`src/rtl/rv32i_types.sv`:
```
// Shared RV32I type definitions: opcodes, immediate formats and decode-queue entries.
package rv32i_types;

  localparam int unsigned XLEN     = 32;
  localparam int unsigned PC_MAX_W = 32;  // widest PC a queue entry can hold

  typedef enum logic [6:0] {
    OP_LUI    = 7'b0110111,
    OP_AUIPC  = 7'b0010111,
    OP_JAL    = 7'b1101111,
    OP_JALR   = 7'b1100111,
    OP_BR     = 7'b1100011,
    OP_LOAD   = 7'b0000011,
    OP_STORE  = 7'b0100011,
    OP_OP_IMM = 7'b0010011,
    OP_OP     = 7'b0110011,
    OP_FENCE  = 7'b0001111,
    OP_SYSTEM = 7'b1110011
  } opcode_t;

  typedef enum logic [2:0] {
    FMT_NONE = 3'd0,
    FMT_I    = 3'd1,
    FMT_S    = 3'd2,
    FMT_B    = 3'd3,
    FMT_U    = 3'd4,
    FMT_J    = 3'd5
  } imm_fmt_t;

  typedef struct packed {
    logic [XLEN-1:0]     inst;
    logic [PC_MAX_W-1:0] pc;
    imm_fmt_t            fmt;
    logic [XLEN-1:0]     imm;
  } dq_entry_t;

endpackage

```
`src/rtl/inst_predecode.sv`:
```
// Combinational pre-decode: picks the immediate format from the opcode and builds the immediate.
module inst_predecode
  import rv32i_types::*;
(
  input  logic [31:0] inst_i,
  output imm_fmt_t    fmt_o,
  output logic [31:0] imm_o
);

  // Format select and sign-extended immediate assembly
  always_comb begin
    fmt_o = FMT_NONE;
    imm_o = '0;
    case (inst_i[6:0])
      OP_LUI, OP_AUIPC: begin
        fmt_o = FMT_U;
        imm_o = {inst_i[31:12], 12'h000};
      end
      OP_JAL: begin
        fmt_o = FMT_J;
        imm_o = {{11{inst_i[31]}}, inst_i[31], inst_i[19:12], inst_i[20], inst_i[30:21], 1'b0};
      end
      OP_JALR, OP_LOAD, OP_OP_IMM: begin
        fmt_o = FMT_I;
        imm_o = {{20{inst_i[31]}}, inst_i[31:20]};
      end
      OP_STORE: begin
        fmt_o = FMT_S;
        imm_o = {{20{inst_i[31]}}, inst_i[31:25], inst_i[11:7]};
      end
      OP_BR: begin
        fmt_o = FMT_B;
        imm_o = {{19{inst_i[31]}}, inst_i[31], inst_i[7], inst_i[30:25], inst_i[11:8], 1'b0};
      end
      default: begin
        fmt_o = FMT_NONE;
        imm_o = '0;
      end
    endcase
  end

endmodule

```
`src/rtl/decode_queue.sv`:
```
// FIFO of pre-decoded instructions feeding the issue stage; flush empties it for redirects.
module decode_queue
  import rv32i_types::*;
#(
  parameter int unsigned DEPTH = 4,   // power of two, >= 2
  parameter int unsigned PC_W  = 32   // must not exceed PC_MAX_W
) (
  input  logic                       clk,
  input  logic                       rst,
  input  logic                       flush,
  input  logic                       enq_valid,
  output logic                       enq_ready,
  input  logic [31:0]                enq_inst,
  input  logic [PC_W-1:0]            enq_pc,
  output logic                       deq_valid,
  input  logic                       deq_ready,
  output logic [31:0]                deq_inst,
  output logic [PC_W-1:0]            deq_pc,
  output logic [6:0]                 deq_opcode,
  output logic [2:0]                 deq_funct3,
  output logic [6:0]                 deq_funct7,
  output logic [4:0]                 deq_rs1_s,
  output logic [4:0]                 deq_rs2_s,
  output logic [4:0]                 deq_rd_s,
  output logic [31:0]                deq_imm,
  output logic [2:0]                 deq_fmt,
  output logic [$clog2(DEPTH):0]     count
);

  localparam int unsigned PTR_W = $clog2(DEPTH);
  localparam int unsigned CNT_W = PTR_W + 1;

  dq_entry_t              mem_q [DEPTH];
  logic      [PTR_W-1:0]  wr_ptr_q, wr_ptr_d;
  logic      [PTR_W-1:0]  rd_ptr_q, rd_ptr_d;
  logic      [CNT_W-1:0]  count_q,  count_d;

  imm_fmt_t    pd_fmt;
  logic [31:0] pd_imm;
  dq_entry_t   enq_entry;
  dq_entry_t   head;
  logic        enq_fire;
  logic        deq_fire;

  inst_predecode u_predecode (
    .inst_i (enq_inst),
    .fmt_o  (pd_fmt),
    .imm_o  (pd_imm)
  );

  // Handshake flags come straight from the occupancy register
  assign enq_ready = (count_q != CNT_W'(DEPTH));
  assign deq_valid = (count_q != '0);
  assign count     = count_q;

  // Flush wins over both handshakes in the same cycle
  assign enq_fire  = enq_valid && enq_ready && !flush;
  assign deq_fire  = deq_valid && deq_ready && !flush;

  // Entry written on enqueue, built from the pre-decoder outputs
  always_comb begin
    enq_entry      = '0;
    enq_entry.inst = enq_inst;
    enq_entry.pc   = PC_MAX_W'(enq_pc);
    enq_entry.fmt  = pd_fmt;
    enq_entry.imm  = pd_imm;
  end

  // Next-state for pointers and occupancy
  always_comb begin
    wr_ptr_d = wr_ptr_q;
    rd_ptr_d = rd_ptr_q;
    count_d  = count_q;
    if (flush) begin
      wr_ptr_d = '0;
      rd_ptr_d = '0;
      count_d  = '0;
    end else begin
      if (enq_fire) wr_ptr_d = wr_ptr_q + PTR_W'(1);
      if (deq_fire) rd_ptr_d = rd_ptr_q + PTR_W'(1);
      if (enq_fire && !deq_fire) count_d = count_q + CNT_W'(1);
      if (deq_fire && !enq_fire) count_d = count_q - CNT_W'(1);
    end
  end

  // State and storage registers
  always_ff @(posedge clk or negedge rst) begin
    if (!rst) begin
      wr_ptr_q <= '0;
      rd_ptr_q <= '0;
      count_q  <= '0;
      for (int unsigned i = 0; i < DEPTH; i++) mem_q[i] <= '0;
    end else begin
      wr_ptr_q <= wr_ptr_d;
      rd_ptr_q <= rd_ptr_d;
      count_q  <= count_d;
      if (enq_fire) mem_q[wr_ptr_q] <= enq_entry;
    end
  end

  // Head entry fields, forced to zero while the queue is empty
  always_comb begin
    head       = mem_q[rd_ptr_q];
    deq_inst   = '0;
    deq_pc     = '0;
    deq_opcode = '0;
    deq_funct3 = '0;
    deq_funct7 = '0;
    deq_rs1_s  = '0;
    deq_rs2_s  = '0;
    deq_rd_s   = '0;
    deq_imm    = '0;
    deq_fmt    = '0;
    if (deq_valid) begin
      deq_inst   = head.inst;
      deq_pc     = PC_W'(head.pc);
      deq_opcode = head.inst[6:0];
      deq_funct3 = head.inst[14:12];
      deq_funct7 = head.inst[31:25];
      deq_rs1_s  = head.inst[19:15];
      deq_rs2_s  = head.inst[24:20];
      deq_rd_s   = head.inst[11:7];
      deq_imm    = head.imm;
      deq_fmt    = head.fmt;
    end
  end

endmodule
```
`config.mk`:
```
export PLATFORM = sky130hd
export DESIGN_NAME = decode_queue
export DESIGN_NICKNAME = d
export VERILOG_FILES = /design/src/rtl/rv32i_types.sv /design/src/rtl/inst_predecode.sv /design/src/rtl/decode_queue.sv
export SDC_FILE = /design/constraint.sdc
export NUM_CORES = 1
export LEC_CHECK = 0
export ABC_AREA = 1
export BUFFER_PORTS_ARGS = -buffer_cell sky130_fd_sc_hd__buf_2
export CAP_MARGIN = 10
export CORE_UTILIZATION = 65
export CTS_BUF_LIST = sky130_fd_sc_hd__clkbuf_8
export CTS_CLUSTER_DIAMETER = 150
export DETAILED_ROUTE_END_ITERATION = 10
export PLACE_DENSITY = 0.95
export SLEW_MARGIN = 20
export SYNTH_ARGS = -nofsm -noshare
export SYNTH_HDL_FRONTEND = slang
export SYNTH_HIERARCHICAL = 1
export SYNTH_SLANG_ARGS = --single-unit
```
`constraint.sdc`:
```
create_clock -name clk -period 2.9 [get_ports clk]
set_input_delay 0.58 -clock clk [delete_from_list [all_inputs] [get_ports clk]]
set_output_delay 0.58 -clock clk [all_outputs]
set_load 0.005 [all_outputs]
```
==> summary.md, run 1 <==
| Metric | Value |
|---|---|
| Die height | `173.9 um` |
| Initial Utilization | `66.58%` |
| Worst skew pair latency | `0.59 ns` |
| Drt initial violations | `2404` |
| Post-synth EDFFs | `0` |
| Clock Sinks | `403` |
| Clock group share of total power | `25.1%` |
| WL per Instance | `18.44 um` |
| Final critical-path share of the clock period | `100.9%` |
| Initial antenna violation count | `5` |
| IO Pins | `205` |
| Maximum clock rate | `341.9 MHz` |
| Synthesis Warnings | `6` |
| Leakage | `10.56 nW` |
| Total GRT Usage | `34.82%` |
| Violated checks | `negative setup slack` |
| First-pass GRT wire length | `84550 um` |
| Total CTS buffers | `66` |
| Power Dens Cells | `984.9 mW/mm^2` |
| CTS tree | `yes` |
| Yosys reg bits | `403` |
| Max-Cap Viols | `0` |
| Post-route ant nets | `0` |
| Seq pwr share | `39.0%` |
| Hold crit path type | `input pin to register` |
| Net Switching | `8.082 mW` |
| Detailed-router iteration count before antenna repair | `6` |
| Crit Path Max Fanout | `37` |
| Final wirelength | `53530 um` |
| Ys flop type | `dfrtp_1` |
| Mapped Area | `0.01921 sq mm` |
| Crit Path Category | `register to output pin` |
| Area Overhead vs Synth | `12.46%` |
| Worst-path clk slew | `0.06 ns` |
| DIE WIDTH | `173.9 um` |
| CTS root buf | `clkbuf_8` |
| IO Port Bufs | `204` |
| Final Wtd Congestion | `0.8667` |
| Total congestion overflow | `0` |
| Post-place instance area | `0.01990 sq mm` |
| Placed instance count | `2764` |
| Int Pwr | `13.20 mW` |
| Relative max-transition margin | `43.15%` |
| Design Area, Final | `0.02161 sq mm` |
| Fin cells | `2902` |
| Die area | `0.03025 sq mm` |
| Vias post-DR | `17.50k` |
| Final net count | `2536` |
| Final max-slew violation count | `0` |
| Worst setup SP type | `register` |
| Combinational Power Share | `35.9%` |
| Worst Path Required | `2.32 ns` |
| Final hold viol count | `0` |
| H-tree levels | `3` |
| Status | `finished with violations` |
| Tmin final | `2.925 ns` |
| Mean number of vias per cell | `6.029` |
| Asr flop ratio synth | `100.0%` |
| Synth unique cells | `29` |
| Switch share | `37.98%` |
| Vias in the first global route | `17.04k` |
| Pre-CTS WS | `0.5305 ns` |
| Final setup viols | `2` |
| Pin count of the biggest net entering global routing | `171` |
| Num rows | `62` |
| Mapped Cells | `2342` |
| Clk_skew | `0.03012 ns` |
| CP Capture Type | `output pin` |
| DRC | `0` |
| Clock Path Buffers | `3` |
| CORE AREA | `0.02886 sq mm` |
| Worst Path Arrival | `2.34 ns` |
| Share of cells above drive strength 1 | `16.55%` |
| Final WS setup | `-0.02483 ns` |
| Hpwl dp | `30690 um` |
| Actual slew at the worst max-slew pin | `0.8527 ns` |
| Net count after synthesis | `2416` |
| Maximum VDD drop | `0.6421 mV` |
| TNS Setup | `-0.04819 ns` |
| Sequential area share after synthesis | `52.49%` |
| Mean Syn Cell Area | `8.204 sq um` |
| RSZ-0062 raised after global routing | `yes` |
[cells in the final DEF (no fill, tap or decap), types with 8 or more instances in the layout]
cell type / instances
nand2_2: 9
buf_4: 19
nand4_2: 10
o21ai_0: 474
dfrtp_1: 401
clkinv_2: 8
a21oi_1: 99
buf_12: 13
nand2_1: 447
o21ai_1: 98
o21ai_2: 26
inv_1: 135
nand3_1: 22
buf_2: 203
clkbuf_8: 90
nor2_1: 410
[final timing paths]
path / to / start / slack [ns] / cells after the start
min reg2reg: mem_q[67] / mem_q[67] / 0.48 / 2
max: deq_inst[31] / rd_ptr_q[0] / -0.02 / 5
max reg2reg: mem_q[281] / count[0] / 0.68 / 8
min: mem_q[335] / enq_pc[3] / 0.28 / 3
min in group asynchronous: mem_q[160] / rst / 0.56 / 2
max in group asynchronous: mem_q[30] / rst / 1.52 / 3
[area by class of cell]
class	count	area [sq um]
Clock buffer	90	1239
Multi-Input combinational cell	1621	7408
Timing Repair inverter	1	5.005
Inverter	122	471.7
Fill cell	1867	7251
Sequential cell	403	10090
Clock inverter	30	219.0
Antenna cell	4	10.01
Timing Repair Buffer	247	1682
Tap cell	384	480.5
[cell families (layout without fill, tap and decap cells)]
family / after synthesis / count (layout) / synth area share [%]
AOI/OAI and AO/OA: 701 / 701 / 18.79
xor gates and xnor gates: 1 / 1 / 0.04559
adders and majority gates: 5 / 5 / 0.3647
buffers and inverters: 318 / 490 / 9.189
DFF: 403 / 403 / 52.49
other: 0 / 4 / 0
and+or+nand+nor: 914 / 914 / 19.12
[power by group through the flow]
stage,sequential (mW),clock [mW],combinational (mW)
after floorplan,8.05,0,4.94
after global placement,8.25,0,6.68
after detailed placement,8.37,0,7.01
after CTS,8.29,5.35,7.24
after global routing,8.47,5.64,8.43
final,8.31,5.34,7.63
[flip-flops by register name, indices dropped and copies added (netlist names)]
register / cells
count: 3
rd_ptr_q: 2
mem_q: 396
wr_ptr_q: 2
[per-stage QoR]
stage / hold WS, ns / util [%] / power (mW)
3_5_place_dp: 0.4635 / 68.97 / 15.37
4_1_cts: 0.2689 / 74.35 / 20.88
5_1_grt: 0.2846 / 74.86 / 22.54
3_3_place_gp: 0.4590 / 68.97 / 14.93
6_report: 0.2811 / 74.87 / 21.28
2_1_floorplan: 0.2844 / - / 12.99
[routing by layer]
metal	track usage (%)	vias to the layer above	share of wire, %
met1	44.18	8301	37
met2	56.17	1159	47
met5	0	-	0.024
met4	19.15	2	4.7
met3	7.349	213	11
li1	-	7821	-
[Yosys cell counts, types with 2 or more instances]
cell | n | share of area [%]
o21ai_0 | 474 | 12
nand2_1 | 448 | 8.8
nor2_1 | 410 | 8.0
dfrtp_1 | 403 | 52
inv_1 | 120 | 2.3
a21oi_1 | 101 | 2.6
o21ai_1 | 98 | 2.6
clkbuf_1 | 69 | 1.3
buf_6 | 53 | 3.1
buf_4 | 37 | 1.4
buf_2 | 28 | 0.73
o21ai_2 | 26 | 1.2
nand3_1 | 22 | 0.57
nand4_2 | 10 | 0.65
buf_1 | 9 | 0.18
nand2_2 | 8 | 0.26
nand2_4 | 5 | 0.29
ha_1 | 4 | 0.26
nand4_1 | 3 | 0.098
nor2_4 | 3 | 0.18
inv_2 | 2 | 0.039
nor2_2 | 2 | 0.065
[critical path: stages, from the launching register on]
cell	delay [ns]
dfrtp_4	0.57
inv_8	0.21
buf_16	0.22
o21ai_0	0.16
a21oi_1	0.36
buf_2	0.19
[what timing repair did]
item	in CTS	in global routing
setup endpoints to repair	103	99
gates resized for setup	7	5
hold buffers	1	0
cloned	1	4
pin swaps	0	1
hold endpoints to repair	49	0
setup buffers	2	6
Power figures use the tool's default switching activity.
==> inputs of run 2 (changes only) <==
SYNTH_HIERARCHICAL = default   (was 1)
==> run 2 against run 1 <==
  * The run still ends with negative setup slack left
  * Core utilization decreased by 0.097 points
  * Largest cell class unchanged
  * Largest power group unchanged
  * Critical endpoint is now deq_fmt[0]
  * Global-route usage up 2.8 points
  * Worst hold slack worse by 0.00096 ns
==> summary.md, run 2 <==
| Metric | Value |
|---|---|
| Status | `finished with violations` |
| Violated checks | `negative setup slack` |
| Total congestion overflow | `0` |
| Commonest non-fill, non-tap cell in the layout | `nand2_1` |
| Worst setup SP type | `register` |
| Area Overhead vs Synth | `12.34%` |
| Placed instance count | `2839` |
| Final max-slew violation count | `0` |
| Die area | `0.03032 sq mm` |
| Synthesis Warnings | `0` |
| Main area contributors after synthesis | `dfrtp_1, nand2_1, o21ai_0` |
| IO Port Bufs | `204` |
| Post-synth EDFFs | `0` |
| CORE AREA | `0.02894 sq mm` |
| Final wirelength | `57270 um` |
| Num rows | `62` |
| Mapped Cells | `2403` |
| Maximum VDD drop | `0.5589 mV` |
| Hold crit path type | `input pin to register` |
| Pre-CTS WS | `0.5347 ns` |
| Total GRT Usage | `37.64%` |
| Area of the multi-input gates | `0.007709 sq mm` |
| Initial antenna violation count | `3` |
| Pin count of the biggest net entering global routing | `168` |
| Busiest grt layer | `met2` |
| Worst skew pair latency | `0.59 ns` |
| Net Switching | `5.582 mW` |
| Post-synth top cells | `nand2_1, o21ai_0, dfrtp_1` |
| Mean Syn Cell Area | `8.015 sq um` |
| Seq pwr share | `45.5%` |
| Max reg flops | `396` |
| Fill cell count | `1880` |
| DRC | `0` |
| Flop-to-flop setup slack | `0.65 ns` |
| Leakage | `11.11 nW` |
| Sequential area share after synthesis | `52.36%` |
| First-pass GRT wire length | `90400 um` |
| WHS | `0.2802 ns` |
| Final hold viol count | `0` |
| Most area-hungry cell type in the Yosys netlist | `dfrtp_1` |
| Final critical-path share of the clock period | `100.9%` |
| Ys flop type | `dfrtp_1` |
| Met3 usage | `9.208%` |
| Total CTS buffers | `66` |
| Clk_skew | `0.02330 ns` |
| Combinational Power Share | `24.7%` |
| Worst Path Required | `2.32 ns` |
| Asr flop ratio synth | `100.0%` |
| Count leader, synth | `nand2_1` |
| Post-route ant nets | `0` |
| Power Total | `16.54 mW` |
| Biggest register | `mem_q` |
| CTS root buf | `clkbuf_8` |
| CP Capture Type | `output pin` |
| Detailed-router iteration count before antenna repair | `7` |
| Crit Path Category | `register to output pin` |
| Worst Path Arrival | `2.35 ns` |
| Post-place instance area | `0.02026 sq mm` |
| Design Area, Final | `0.02164 sq mm` |
| Net count after synthesis | `2477` |
| DIE WIDTH | `174.1 um` |
| Synth unique cells | `32` |
| Power Dens Cells | `764.3 mW/mm^2` |
| M1 GR Usage | `46.88%` |
| Flip-flop and latch area | `0.01009 sq mm` |
| Final WS setup | `-0.02666 ns` |
| Tmin final | `2.927 ns` |
| Yosys top cell area share | `52.36%` |
| Drt initial violations | `2668` |
| Int Pwr | `10.96 mW` |
| Share of cells above drive strength 1 | `15.48%` |
| Maximum clock rate | `341.7 MHz` |
| Yosys reg bits | `403` |
| Worst-path clk slew | `0.06 ns` |
| Final setup viols | `5` |
| Relative max-transition margin | `49.27%` |
| Hpwl dp | `32640 um` |
| Crit Path Max Fanout | `51` |
| IO Pins | `205` |
| Mapped Area | `0.01926 sq mm` |
| Die height | `174.1 um` |
| WL per Instance | `19.36 um` |
| Clock group share of total power | `29.8%` |
| Max-Cap Viols | `0` |
| RSZ-0062 raised after global routing | `yes` |
| Final Wtd Congestion | `0.8661` |
| Met2 Track Usage GR | `58.93%` |
| Fin cells | `2958` |
| Final net count | `2599` |
| H-tree levels | `3` |
| Initial Utilization | `66.56%` |
| Clock Path Buffers | `3` |
| Mean number of vias per cell | `6.139` |
| Vias post-DR | `18.16k` |
| Actual slew at the worst max-slew pin | `0.7609 ns` |
| Switch share | `33.75%` |
| Highest-count cells in the layout ignoring fill and taps | `nand2_1, o21ai_0, dfrtp_1` |
| CTS tree | `yes` |
| Vias in the first global route | `18.06k` |
| Clock Sinks | `403` |
[run 2: cell count changes in the layout (fill, tap and decap cells not counted), moves of 8 or more]
cell / delta
nand4_2: -8
o21ai_1: -38
nand2_4: +8
clkbuf_8: -12
inv_1: -29
nor2_1: -38
nand2_1: +211
a21oi_1: +16
o21ai_2: -24
o21ai_0: -43
nand4_4: +10
[run 2: worst paths after layout]
check | startpoint | endpoint | cells past startpoint
hold reg to reg | mem_q[263] | mem_q[263] | 2
setup / recovery | rd_ptr_q[0] | deq_fmt[0] | 5
setup reg to reg | count[0] | mem_q[22] | 8
hold / removal | enq_pc[25] | mem_q[357] | 3
max in group asynchronous | rst | mem_q[162] | 4
min in group asynchronous | rst | mem_q[125] | 2
[run 2: power groups by stage]
stage	Clock (mW)	Combinational (mW)	Sequential, mW
global placement	0	3.69	7.48
global route	5.18	4.55	7.64
finish	4.92	4.09	7.52
CTS	4.93	3.97	7.49
floorplan	0	2.68	7.37
detailed placement	0	3.89	7.55
[run 2: final cells by class]
cell class	count	share of cell area, %
well taps	384	2.221
flip-flops and latches	403	46.64
clock inverters	36	1.006
clock buffers	78	4.962
diodes	3	0.03470
repair buffers	252	7.807
inverters	93	1.700
multi-input cells	1709	35.63
[run 2: repair_timing]
action,in CTS,in global routing
buffers inserted,0,0
setup endpoints to repair,29,34
hold endpoints to repair,49,0
pin swaps,0,3
gates cloned,0,1
resized for setup,3,12
hold buffers,1,0
[run 2: routing by layer]
layer / wire length [um] / vias up
met2: 26120 / 1360
met5: 0 / -
met3: 7214 / 323
met1: 20560 / 8534
li1: - / 7942
met4: 3372 / 0
[run 2: worst max-delay path, stage by stage, from the launching register on]
cell	delay [ns]
dfrtp_4	0.58
clkbuf_16	0.29
a21oi_1	0.24
o21ai_0	0.13
a21oi_1	0.31
buf_2	0.18
[run 2: metrics by stage]
step / util, % / setup TNS [ns]
final: 74.78 / -0.07170
after global routing: 74.76 / -0.2464
after CTS: 74.54 / 0
after detailed placement: 70.01 / 0
after global placement: 70.01 / 0
after floorplan: - / 0
[run 2: logic make-up (layout without fill, tap and decap cells)]
group	after synthesis	in the layout	share of synthesized area, %
AO/OA/AOI/OAI	619	619	16.50
buffers and inverters	291	459	7.750
flip-flops	403	403	52.36
AND/OR/NAND/NOR	1084	1084	22.98
adder cells (fa/ha/maj)	5	5	0.3638
other	0	3	0
XOR/XNOR	1	1	0.04548
